`config.mk`:
```
export PLATFORM = sky130hd
export DESIGN_NAME = mem_arbiter
export DESIGN_NICKNAME = d
export VERILOG_FILES = /design/src/rtl/mem_arbiter.sv
export SDC_FILE = /design/constraint.sdc
export NUM_CORES = 1
export LEC_CHECK = 0
export ABC_AREA = 1
export BUFFER_PORTS_ARGS = -buffer_cell sky130_fd_sc_hd__buf_2
export CAP_MARGIN = 20
export CORE_UTILIZATION = 50
export CTS_BUF_LIST = sky130_fd_sc_hd__clkbuf_8
export CTS_CLUSTER_DIAMETER = 40
export DETAILED_ROUTE_END_ITERATION = 8
export PLACE_DENSITY = 0.79
export SLEW_MARGIN = 20
export SYNTH_ARGS = -nofsm -noshare
export SYNTH_HDL_FRONTEND = slang
export SYNTH_SLANG_ARGS = --single-unit
```
`constraint.sdc`:
```
create_clock -name clk -period 1.4 [get_ports clk]
set_clock_uncertainty 0.05 [all_clocks]
set_input_delay 0 -clock clk [delete_from_list [all_inputs] [get_ports clk]]
set_output_delay 0 -clock clk [all_outputs]
set_load 0.02 [all_outputs]
```
`src/rtl/mem_arbiter.sv`:
```
// rtl/mem_arbiter.sv - round-robin arbiter sharing one single-port memory between I-fetch and D-cache ports
module mem_arbiter #(
    parameter int AW      = 10,
    parameter int DW      = 32,
    parameter int TIMEOUT = 16
) (
    input  logic          clk,
    input  logic          reset_n,
    input  logic          i_req,
    input  logic [AW-1:0] i_addr,
    output logic [DW-1:0] i_rdata,
    output logic          i_ready,
    input  logic          d_req,
    input  logic          d_we,
    input  logic [AW-1:0] d_addr,
    input  logic [DW-1:0] d_wdata,
    output logic [DW-1:0] d_rdata,
    output logic          d_ready,
    output logic          err,
    output logic          stall,
    output logic          mem_req,
    output logic          mem_we,
    output logic [AW-1:0] mem_addr,
    output logic [DW-1:0] mem_wdata,
    input  logic [DW-1:0] mem_rdata,
    input  logic          mem_ready
);
    localparam int            CW           = (TIMEOUT > 2) ? $clog2(TIMEOUT) : 1;
    localparam logic [CW-1:0] CNT_LAST     = CW'(TIMEOUT - 1);
    localparam logic [DW-1:0] TIMEOUT_DATA = DW'(32'hDEADBEEF);
    localparam logic          OWN_I        = 1'b0;
    localparam logic          OWN_D        = 1'b1;

    typedef enum logic [1:0] {IDLE, BUSY, RESP} state_t;

    state_t        state_q, state_d;
    logic          owner_q, owner_d;
    logic          last_grant_q, last_grant_d;
    logic [CW-1:0] cnt_q, cnt_d;
    logic          err_flag_q, err_flag_d;
    logic          mem_we_q, mem_we_d;
    logic [AW-1:0] mem_addr_q, mem_addr_d;
    logic [DW-1:0] mem_wdata_q, mem_wdata_d;
    logic [DW-1:0] i_rdata_q, i_rdata_d;
    logic [DW-1:0] d_rdata_q, d_rdata_d;
    logic          pick_d;

    always_ff @(posedge clk or negedge reset_n) begin
        if (!reset_n) begin
            state_q      <= IDLE;
            owner_q      <= OWN_I;
            last_grant_q <= OWN_D;
            cnt_q        <= '0;
            err_flag_q   <= 1'b0;
            mem_we_q     <= 1'b0;
            mem_addr_q   <= '0;
            mem_wdata_q  <= '0;
            i_rdata_q    <= '0;
            d_rdata_q    <= '0;
        end else begin
            state_q      <= state_d;
            owner_q      <= owner_d;
            last_grant_q <= last_grant_d;
            cnt_q        <= cnt_d;
            err_flag_q   <= err_flag_d;
            mem_we_q     <= mem_we_d;
            mem_addr_q   <= mem_addr_d;
            mem_wdata_q  <= mem_wdata_d;
            i_rdata_q    <= i_rdata_d;
            d_rdata_q    <= d_rdata_d;
        end
    end

    always_comb begin
        state_d      = state_q;
        owner_d      = owner_q;
        last_grant_d = last_grant_q;
        cnt_d        = cnt_q;
        err_flag_d   = err_flag_q;
        mem_we_d     = mem_we_q;
        mem_addr_d   = mem_addr_q;
        mem_wdata_d  = mem_wdata_q;
        i_rdata_d    = i_rdata_q;
        d_rdata_d    = d_rdata_q;
        // On a tie the port that did not win last time gets the grant
        pick_d       = d_req && (!i_req || (last_grant_q == OWN_I));
        case (state_q)
            IDLE: begin
                if (i_req || d_req) begin
                    owner_d      = pick_d;
                    last_grant_d = pick_d;
                    mem_we_d     = pick_d && d_we;
                    mem_addr_d   = pick_d ? d_addr : i_addr;
                    if (pick_d) mem_wdata_d = d_wdata;
                    cnt_d        = '0;
                    state_d      = BUSY;
                end
            end
            BUSY: begin
                cnt_d = cnt_q + CW'(1);
                if (mem_ready || (cnt_q == CNT_LAST)) begin
                    err_flag_d = !mem_ready;
                    if (owner_q == OWN_D) d_rdata_d = mem_ready ? mem_rdata : TIMEOUT_DATA;
                    else                  i_rdata_d = mem_ready ? mem_rdata : TIMEOUT_DATA;
                    state_d = RESP;
                end
            end
            RESP:    state_d = IDLE;
            default: state_d = IDLE;
        endcase
    end

    assign mem_req   = (state_q == BUSY);
    assign mem_we    = mem_we_q;
    assign mem_addr  = mem_addr_q;
    assign mem_wdata = mem_wdata_q;
    assign i_rdata   = i_rdata_q;
    assign d_rdata   = d_rdata_q;
    assign i_ready   = (state_q == RESP) && (owner_q == OWN_I);
    assign d_ready   = (state_q == RESP) && (owner_q == OWN_D);
    assign err       = (state_q == RESP) && err_flag_q;
    assign stall     = (i_req & ~i_ready) | (d_req & ~d_ready);
endmodule

```
==> impl_metrics.ini, run 1 <==
[clock_tree]
clkTransAtPathRegs_ps = 70
numCtsBuffers = 17
cts-root-buf = clkbuf_8
clk_path_buf_depth = 2
cts_tree = yes
htreeDepth = 4
cts.sinks = 116
clock_latency_ps = 430

[die]
core_region_area_mm2 = 0.009864
die_w_um = 103.3
rows = 36
io_pins = 202
die_h_um = 103.3
start_util_pct = 51.97
dieArea_mm2 = 0.01066

[worst_setup_path]
path_class = reg -> out
critPathCaptureType = primary output
ff2ff_path_depth = 8
start_kind = flop
reg2reg_to = mem_wdata[2]
cp_max_fo = 5
crit_required_ps = 1350
r2r_start = state_q[1]
r2r_setup_slack_ps = -10
worstPathArrival_ps = 1380

[job]
drv_cap = 0

[worst_hold_path]
holdPathStages = 3
hold_class = in -> reg
min_to = state_q[0]
min_from = i_req

[placement]
post-place-ws_ps = -117.6
io_buffers = 201
hpwl_mm = 9.154
placed_area_mm2 = 0.006246
place.gp.congestion = 0.8132

[grt]
grt_pass1_wl_mm = 24.71
grt_antenna_before_repair = 1
first_global_vias = 5247
grt_max_degree = 49
grt.busiest_layer = met2
met3_usage_pct = 8.132
grt.overflow.total = 0
track_usage_pct = 30.76
use_met2_pct = 53.64
use_met1_pct = 35.43

[logic_synthesis]
ys_warn_count = 0
synth_top_flop_cell = dfrtp_1
ys_seq_elements = 116
syn_area_per_cell_um2 = 8.529
ys_types = 25
syn-cell-area_mm2 = 0.005126
yosysSeqAreaShare_pct = 56.65
synth_edf_count = 0
async_flop_share_pct = 100.0
syn_nets = 692
synth_cells = 601

[routing]
avgViaCountPerCell = 5.168
ant_nets = 0
wl_mm = 17.02
drt-pass1-iter-count = 5
vias = 5478
drtIter0Drc = 321
drc = 0
wire_per_inst_um = 16.06

[pwr]
power_mw = 17.70
power.density_mw_per_mm2 = 2237
power.leakage_nw = 4.390
ir_drop_v = 0.001387

[sta]
fin_ws_ps = -27.59
finalCritPeriodShare_pct = 102.0
slew_viol_final = 0
rsz0062_at_grt = yes
relSlewSlack_pct = 68.67
clock.fmax_mhz = 700.5
finalSetupViolations = 7
final.min_clock_period_ps = 1428
hold_viol = 0
tightest_slew_ps = 468.2

[layout]
synthToLayoutAreaGrowth_pct = 54.38
regArea_mm2 = 0.002905
nets = 1004
final_cell_mix = nand2_1, buf_2, dfrtp_1
final_design_area_no_fill_mm2 = 0.007914
final_common_cell = nand2_1
drive_gt1_share_pct = 32.72
fillers = 593
multi_input_area_mm2 = 0.001921
utilization_pct = 80.23

[run_status]
violations = negative setup slack
status = finished, violations left
## logic make-up (layout without fill, tap and decap cells)
family | Yosys count | count (layout) | synth area share, %
XOR/XNOR | 1 | 1 | 0.1709
flip-flops | 116 | 116 | 56.65
buffers and inverters | 78 | 399 | 8.469
adder cells (fa/ha/maj) | 1 | 1 | 0.2440
AO/OA/AOI/OAI | 27 | 27 | 3.295
AND/OR/NAND/NOR | 378 | 382 | 31.17
other | 0 | 1 | 0
## repair_timing
item / in CTS / in global routing
gates resized for setup: 30 / 19
hold buffers: 89 / 0
pin swaps: 4 / 4
endpoints found under the setup margin: 39 / 112
hold endpoints to repair: 223 / 0
buffers inserted: 6 / 4
gates cloned: 4 / 4
## per-layer routing
layer,up-vias,wire length (um)
met1,2551,6346
met4,0,700
met2,339,8671
met5,-,0
li1,2526,-
met3,62,1306
## where the power goes
part | internal, mW | switching (mW) | leakage [nW]
sequential | 5.00 | 1.02 | 1.43
combinational | 3.07 | 5.57 | 2.76
clock | 1.59 | 1.44 | 0.196
## flip-flops by register name (all words and copies together), names as in the netlist
| register | flops |
|---|---|
| cnt_q | 4 |
| last_grant_q | 1 |
| mem_addr | 10 |
| err_flag_q | 1 |
| mem_wdata | 32 |
| i_rdata | 32 |
| d_rdata | 32 |
| mem_we | 1 |
| owner_q | 1 |
| state_q | 2 |
## layout make-up
cell class,instances,share of cell area (%)
multi-input cells,411,24.27
diodes,1,0.03162
repair inverters,1,0.1107
well taps,133,2.103
clock buffers,17,2.957
flip-flops and latches,116,36.71
repair buffers,323,29.47
clock inverters,15,2.024
inverters,43,2.324
## Yosys cell counts (8+ instances only)
library cell | number | area [um^2]
o21ai_1 | 9 | 45.04
o21ai_0 | 8 | 40.04
buf_2 | 9 | 45.04
buf_6 | 11 | 123.9
nor2_1 | 18 | 67.56
nand3_1 | 29 | 145.1
o21ai_2 | 9 | 78.83
nand2_1 | 292 | 1096
inv_1 | 38 | 142.6
dfrtp_1 | 115 | 2878
nand4_1 | 32 | 200.2
buf_4 | 11 | 82.58
## through the flow
step | setup TNS, ps | hold WS, ps | instances
after floorplan | 0 | -345.6 | 601
after global placement | -750.3 | -105.8 | 920
after detailed placement | -3040 | -103.1 | 920
after CTS | -71.11 | 10.46 | 1051
after global routing | -1537 | 11.33 | 1060
final | -60.68 | 2.005 | 1060
## worst max path at each step
| stage | start | end | depth (start not counted) | slack (ps) |
|---|---|---|---|---|
| 2_1_floorplan | cnt_q[0] | i_rdata[14] | 7 | 130 |
| 5_1_grt | state_q[0] | stall | 5 | -100 |
| 6_report | state_q[0] | stall | 5 | -30 |
| 4_1_cts | state_q[0] | stall | 5 | -50 |
| 3_5_place_dp | cnt_q[0] | i_rdata[6] | 6 | -120 |
| 3_3_place_gp | cnt_q[0] | i_rdata[26] | 6 | -40 |
## critical path: stages (launching register included)
cell	delay, ps
dfrtp_2	460
inv_2	90
nand2_4	70
o21ai_2	120
nand2_1	80
buf_6	130
Note: power is estimated with default switching activity, not from simulation.
==> run 2: changes to the inputs <==
- CELL_PAD_IN_SITES_DETAIL_PLACEMENT: unset -> 2
- CELL_PAD_IN_SITES_GLOBAL_PLACEMENT: unset -> 2
- CORE_UTILIZATION: 50 -> 28
==> run 2 against run 1 <==
Compared with the run above:
- the run still ends with negative setup slack left
- first-iteration DRC count decreased by 19%
- cell count is 11% higher
- global-route usage is 6.8 points lower
- clock power increased by 1%
- sequential power increased by 9.1%
- fmax decreased by 9.9%
- critical path type is now reg -> reg
==> impl_metrics.ini, run 2 (same netlist as run 1, synthesis figures left out) <==
[sta]
relSlewSlack_pct = 69.57
rsz0062_at_grt = yes
final.min_clock_period_ps = 1584
slew_viol_final = 0
hold_viol = 0
tightest_slew_ps = 456.4
clock.fmax_mhz = 631.4
finalCritPeriodShare_pct = 113.1
finalSetupViolations = 115
fin_ws_ps = -183.8

[placement]
dp.cells = 1020
place.gp.congestion = 0.7591
io_buffers = 201
hpwl_mm = 13.31

[grt]
grt.overflow.total = 0
first_global_vias = 6255
grt_pass1_wl_mm = 33.48
track_usage_pct = 23.92
grt_max_degree = 75
grt_antenna_before_repair = 1

[routing]
drtIter0Drc = 260
avgViaCountPerCell = 4.949
wl_mm = 28.68
vias = 5840
ant_nets = 0
drc = 0
wire_per_inst_um = 24.30
drt-pass1-iter-count = 4

[die]
die_h_um = 137.3
core_region_area_mm2 = 0.01796
io_pins = 202
die_w_um = 137.3
start_util_pct = 28.54
dieArea_mm2 = 0.01885
rows = 49

[job]
drv_cap = 0

[worst_setup_path]
worstPathArrival_ps = 1870
path_class = reg -> reg
start_kind = flop
critPathCaptureType = flop
crit_required_ps = 1680
cp_max_fo = 11
r2r_setup_slack_ps = -180

[clock_tree]
cts.sinks = 116
numCtsBuffers = 17
clk_path_buf_depth = 2
clkTransAtPathRegs_ps = 90
cts-root-buf = clkbuf_8
htreeDepth = 4
clock_latency_ps = 470
cts_tree = yes

[layout]
synthToLayoutAreaGrowth_pct = 74.91
nets = 1031
drive_gt1_share_pct = 44.42
final_cell_mix = nand2_1, buf_2, dfrtp_1
fin_cells = 1180
final_common_cell = nand2_1

[pwr]
power.density_mw_per_mm2 = 2340
power.leakage_nw = 4.724
power_mw = 20.98
ir_drop_v = 0.0008682

[worst_hold_path]
hold_class = in -> async

[run_status]
status = finished, violations left
violations = negative setup slack
[run 2: repair_timing]
action / 4_1_cts / 5_1_grt
pin swaps: 5 / 22
gates cloned: 0 / 16
setup endpoints to repair: 31 / 119
hold endpoints to repair: 226 / 0
gates resized for setup: 29 / 167
hold buffers: 90 / 0
buffers inserted: 9 / 15
[run 2: path summary, 6_finish.rpt]
path	startpoint	end	cells past startpoint
worst max-delay path	state_q[1]	i_rdata[11]	8
max in group asynchronous	reset_n	d_rdata[7]	3
min in group clk	d_wdata[5]	mem_wdata[5]	4
worst min register to register	i_rdata[14]	i_rdata[14]	2
worst max register to register	state_q[1]	i_rdata[11]	8
worst min-delay path	reset_n	d_rdata[4]	3
[run 2: routing by layer]
metal | track usage [%] | share of wire, %
met1 | 24.86 | 38
met4 | 11.54 | 3.6
met5 | 0 | 0
met2 | 45.88 | 55
met3 | 4.268 | 3.3
[run 2: per-stage QoR]
stage | instance area [um^2] | setup slack, ps | setup TNS [ps] | utilization (%) | hold slack, ps
after detailed placement | 6459 | -9.929 | -13.87 | 35.95 | -31.18
after global routing | 8966 | -212.3 | -14170 | 49.91 | 59.41
after global placement | 6459 | 76.64 | 0 | 35.95 | -44.06
final | 8966 | -183.8 | -10330 | 49.91 | 38.77
after floorplan | 5126 | 126.9 | 0 | - | -345.6
after CTS | 7896 | -95.76 | -1414 | 43.96 | 42.83
[run 2: cell type report]
type / count / area [um^2]
clock inverters: 7 / 57.56
well taps: 229 / 286.5
diodes: 1 / 2.502
fillers: 1894 / 8997
flip-flops and latches: 116 / 2907
clock buffers: 22 / 302.8
multi-input cells: 408 / 2333
repair buffers: 354 / 2898
inverters: 43 / 178.9
[run 2: worst max-delay path: stages, from the launching register on]
cell       delay, ps
dfrtp_2          460
inv_4            100
nand2_8           90
inv_8             80
buf_8            110
nand3_4          170
clkbuf_16        220
nand2_1           60
nand2_1          100
[run 2: power by group]
part,switching [mW],internal (mW)
combinational,6.99,4.35
sequential,1.57,5.00
clock,1.49,1.58
==> run 3: changes to the inputs <==
- BUFFER_PORTS_ARGS: -buffer_cell sky130_fd_sc_hd__buf_2 -> -buffer_cell sky130_fd_sc_hd__buf_4
==> run 3 against run 2 <==
Compared with the run above:
- the run still ends with negative setup slack left
- power is 11% higher
- non-clock buffer count up 3
- fmax down 1.1%
- sequential share of layout area fell by 2.3 points
- die area unchanged
- global-route usage rose by 2.4 points
- design area grew 7.7%
- sequential power up 3.3%
==> impl_metrics.ini, run 3 (same netlist as run 1, synthesis figures left out) <==
[die]
die_h_um = 137.3
die_w_um = 137.3
start_util_pct = 28.54
io_pins = 202
dieArea_mm2 = 0.01885
rows = 49
core_region_area_mm2 = 0.01796

[worst_setup_path]
path_cells = inv_2 -> nand2_4 -> o21ai_2 -> nand2_1 -> buf_6
ff2ff_path_depth = 7
critPathLaunch = state_q[0]
critPathCaptureType = primary output
slowest_delay_ps = 480
r2r_start = cnt_q[1]
crit_required_ps = 1350
cp_max_fo = 5
slowest_stage = dfrtp_2
worstPathArrival_ps = 1550
path_class = reg -> out
start_kind = flop

[sta]
finalCritPeriodShare_pct = 114.4
finalSetupViolations = 121
relSlewSlack_pct = 63.56
fin_ws_ps = -202.1
tightest_slew_ps = 544.6
slew_viol_final = 0
clock.fmax_mhz = 624.2
hold_slack_ps = 243.9
hold_viol = 0
rsz0062_at_grt = yes
final.min_clock_period_ps = 1602

[grt]
grt_antenna_before_repair = 1
grt_pass1_wl_mm = 36.41
grt.overflow.total = 0
first_global_vias = 6321
track_usage_pct = 26.31
grt_max_degree = 41

[layout]
drive_gt1_share_pct = 46.28
final_design_area_no_fill_mm2 = 0.009659
final_common_cell = buf_4
fin_cells = 1185
nets = 1033
synthToLayoutAreaGrowth_pct = 88.43
utilization_pct = 53.77
final_cell_mix = buf_4, nand2_1, dfrtp_1

[pwr]
seqPwrFrac_pct = 29.1
power.density_mw_per_mm2 = 2412
ir_drop_v = 0.001272
switching_share_pct = 46.10
internal-power_mw = 12.56
clockPowerShare_pct = 16.9
combPwrFrac_pct = 53.9
power.leakage_nw = 4.963
power_switching_mw = 10.74

[routing]
drtIter0Drc = 212
wire_per_inst_um = 26.71
drt-pass1-iter-count = 4
wl_mm = 31.65
ant_nets = 0
drc = 0
avgViaCountPerCell = 5.046
vias = 5979

[clock_tree]
clkTransAtPathRegs_ps = 70
clock_latency_ps = 470
cts-root-buf = clkbuf_8
htreeDepth = 4
numCtsBuffers = 17
clk_path_buf_depth = 2
cts.sinks = 116
cts_tree = yes

[run_status]
status = finished, violations left
violations = negative setup slack

[placement]
placed_area_mm2 = 0.006992
io_buffers = 201
hpwl_mm = 13.31
dp.cells = 1021
place.gp.congestion = 0.7624
post-place-ws_ps = -60.99

[worst_hold_path]
holdPathStages = 4
hold_class = in -> reg
min_from = d_wdata[10]

[job]
drv_cap = 0
[run 3: cell count changes in the layout (fill, tap and decap cells not counted), sizes merged, moves of 2 or more]
| cell | before | now |
|---|---|---|
| buf | 251 | 253 |
| bufinv | 1 | 4 |
| clkinvlp | 0 | 2 |
| clkbuf | 35 | 37 |
| clkinv | 4 | 1 |
[run 3: power groups by stage]
stage	sequential, mW	combinational, mW	clock [mW]
2_1_floorplan	7.75	2.98	0
3_3_place_gp	6.03	8.49	0
3_5_place_dp	6.11	8.86	0
4_1_cts	6.09	9.73	3.78
5_1_grt	6.90	13.2	4.08
6_report	6.79	12.6	3.95
[run 3: final timing paths]
kind	endpoint	slack, ps
worst max-delay path	stall	-200
worst min-delay path	mem_wdata[10]	240
worst max register to register	i_rdata[22]	-190
worst min register to register	mem_wdata[12]	450
max in group asynchronous	last_grant_q	240
min in group asynchronous	i_rdata[14]	510
[run 3: stage by stage]
step / TNS, ps / power, mW
floorplan: 0 / 10.72
global placement: 0 / 14.52
detailed placement: -101.2 / 14.97
CTS: -266.4 / 19.59
global route: -20190 / 24.16
finish: -13640 / 23.30
[run 3: layout make-up]
cell class / instances / area [um^2]
tap: 229 / 286.5
sequential: 116 / 2905
clock inverter: 8 / 143.9
timing repair buffer: 357 / 3406
multi-input combinational: 407 / 2414
antenna: 1 / 2.502
fill: 1849 / 8304
clock buffer: 24 / 330.3
inverter: 43 / 171.4
[run 3: what timing repair did]
item | in CTS | in global routing
setup buffers | 13 | 10
pin swaps | 7 | 11
hold buffers | 89 | 1
endpoints found under the setup margin | 30 | 121
resized for setup | 23 | 185
endpoints found under the hold margin | 224 | 2
cloned | 1 | 19
[run 3: layer usage]
metal  part of all wire, %  vias to the layer above  track usage (%)
met5                     0                        -                0
met4                   3.9                        0            13.68
met3                   4.2                       68            4.636
met2                    53                      205            48.34
met1                    39                     3144            28.78
li1                      -                     2562                -
[run 3: critical path, delay by kind of cell (launching register included)]
| family | cells | cell delay, ps |
|---|---|---|
| DFF | 1 | 480 |
| and+or+nand+nor | 2 | 190 |
| AOI/OAI and AO/OA | 1 | 150 |
| buffers and inverters | 2 | 260 |
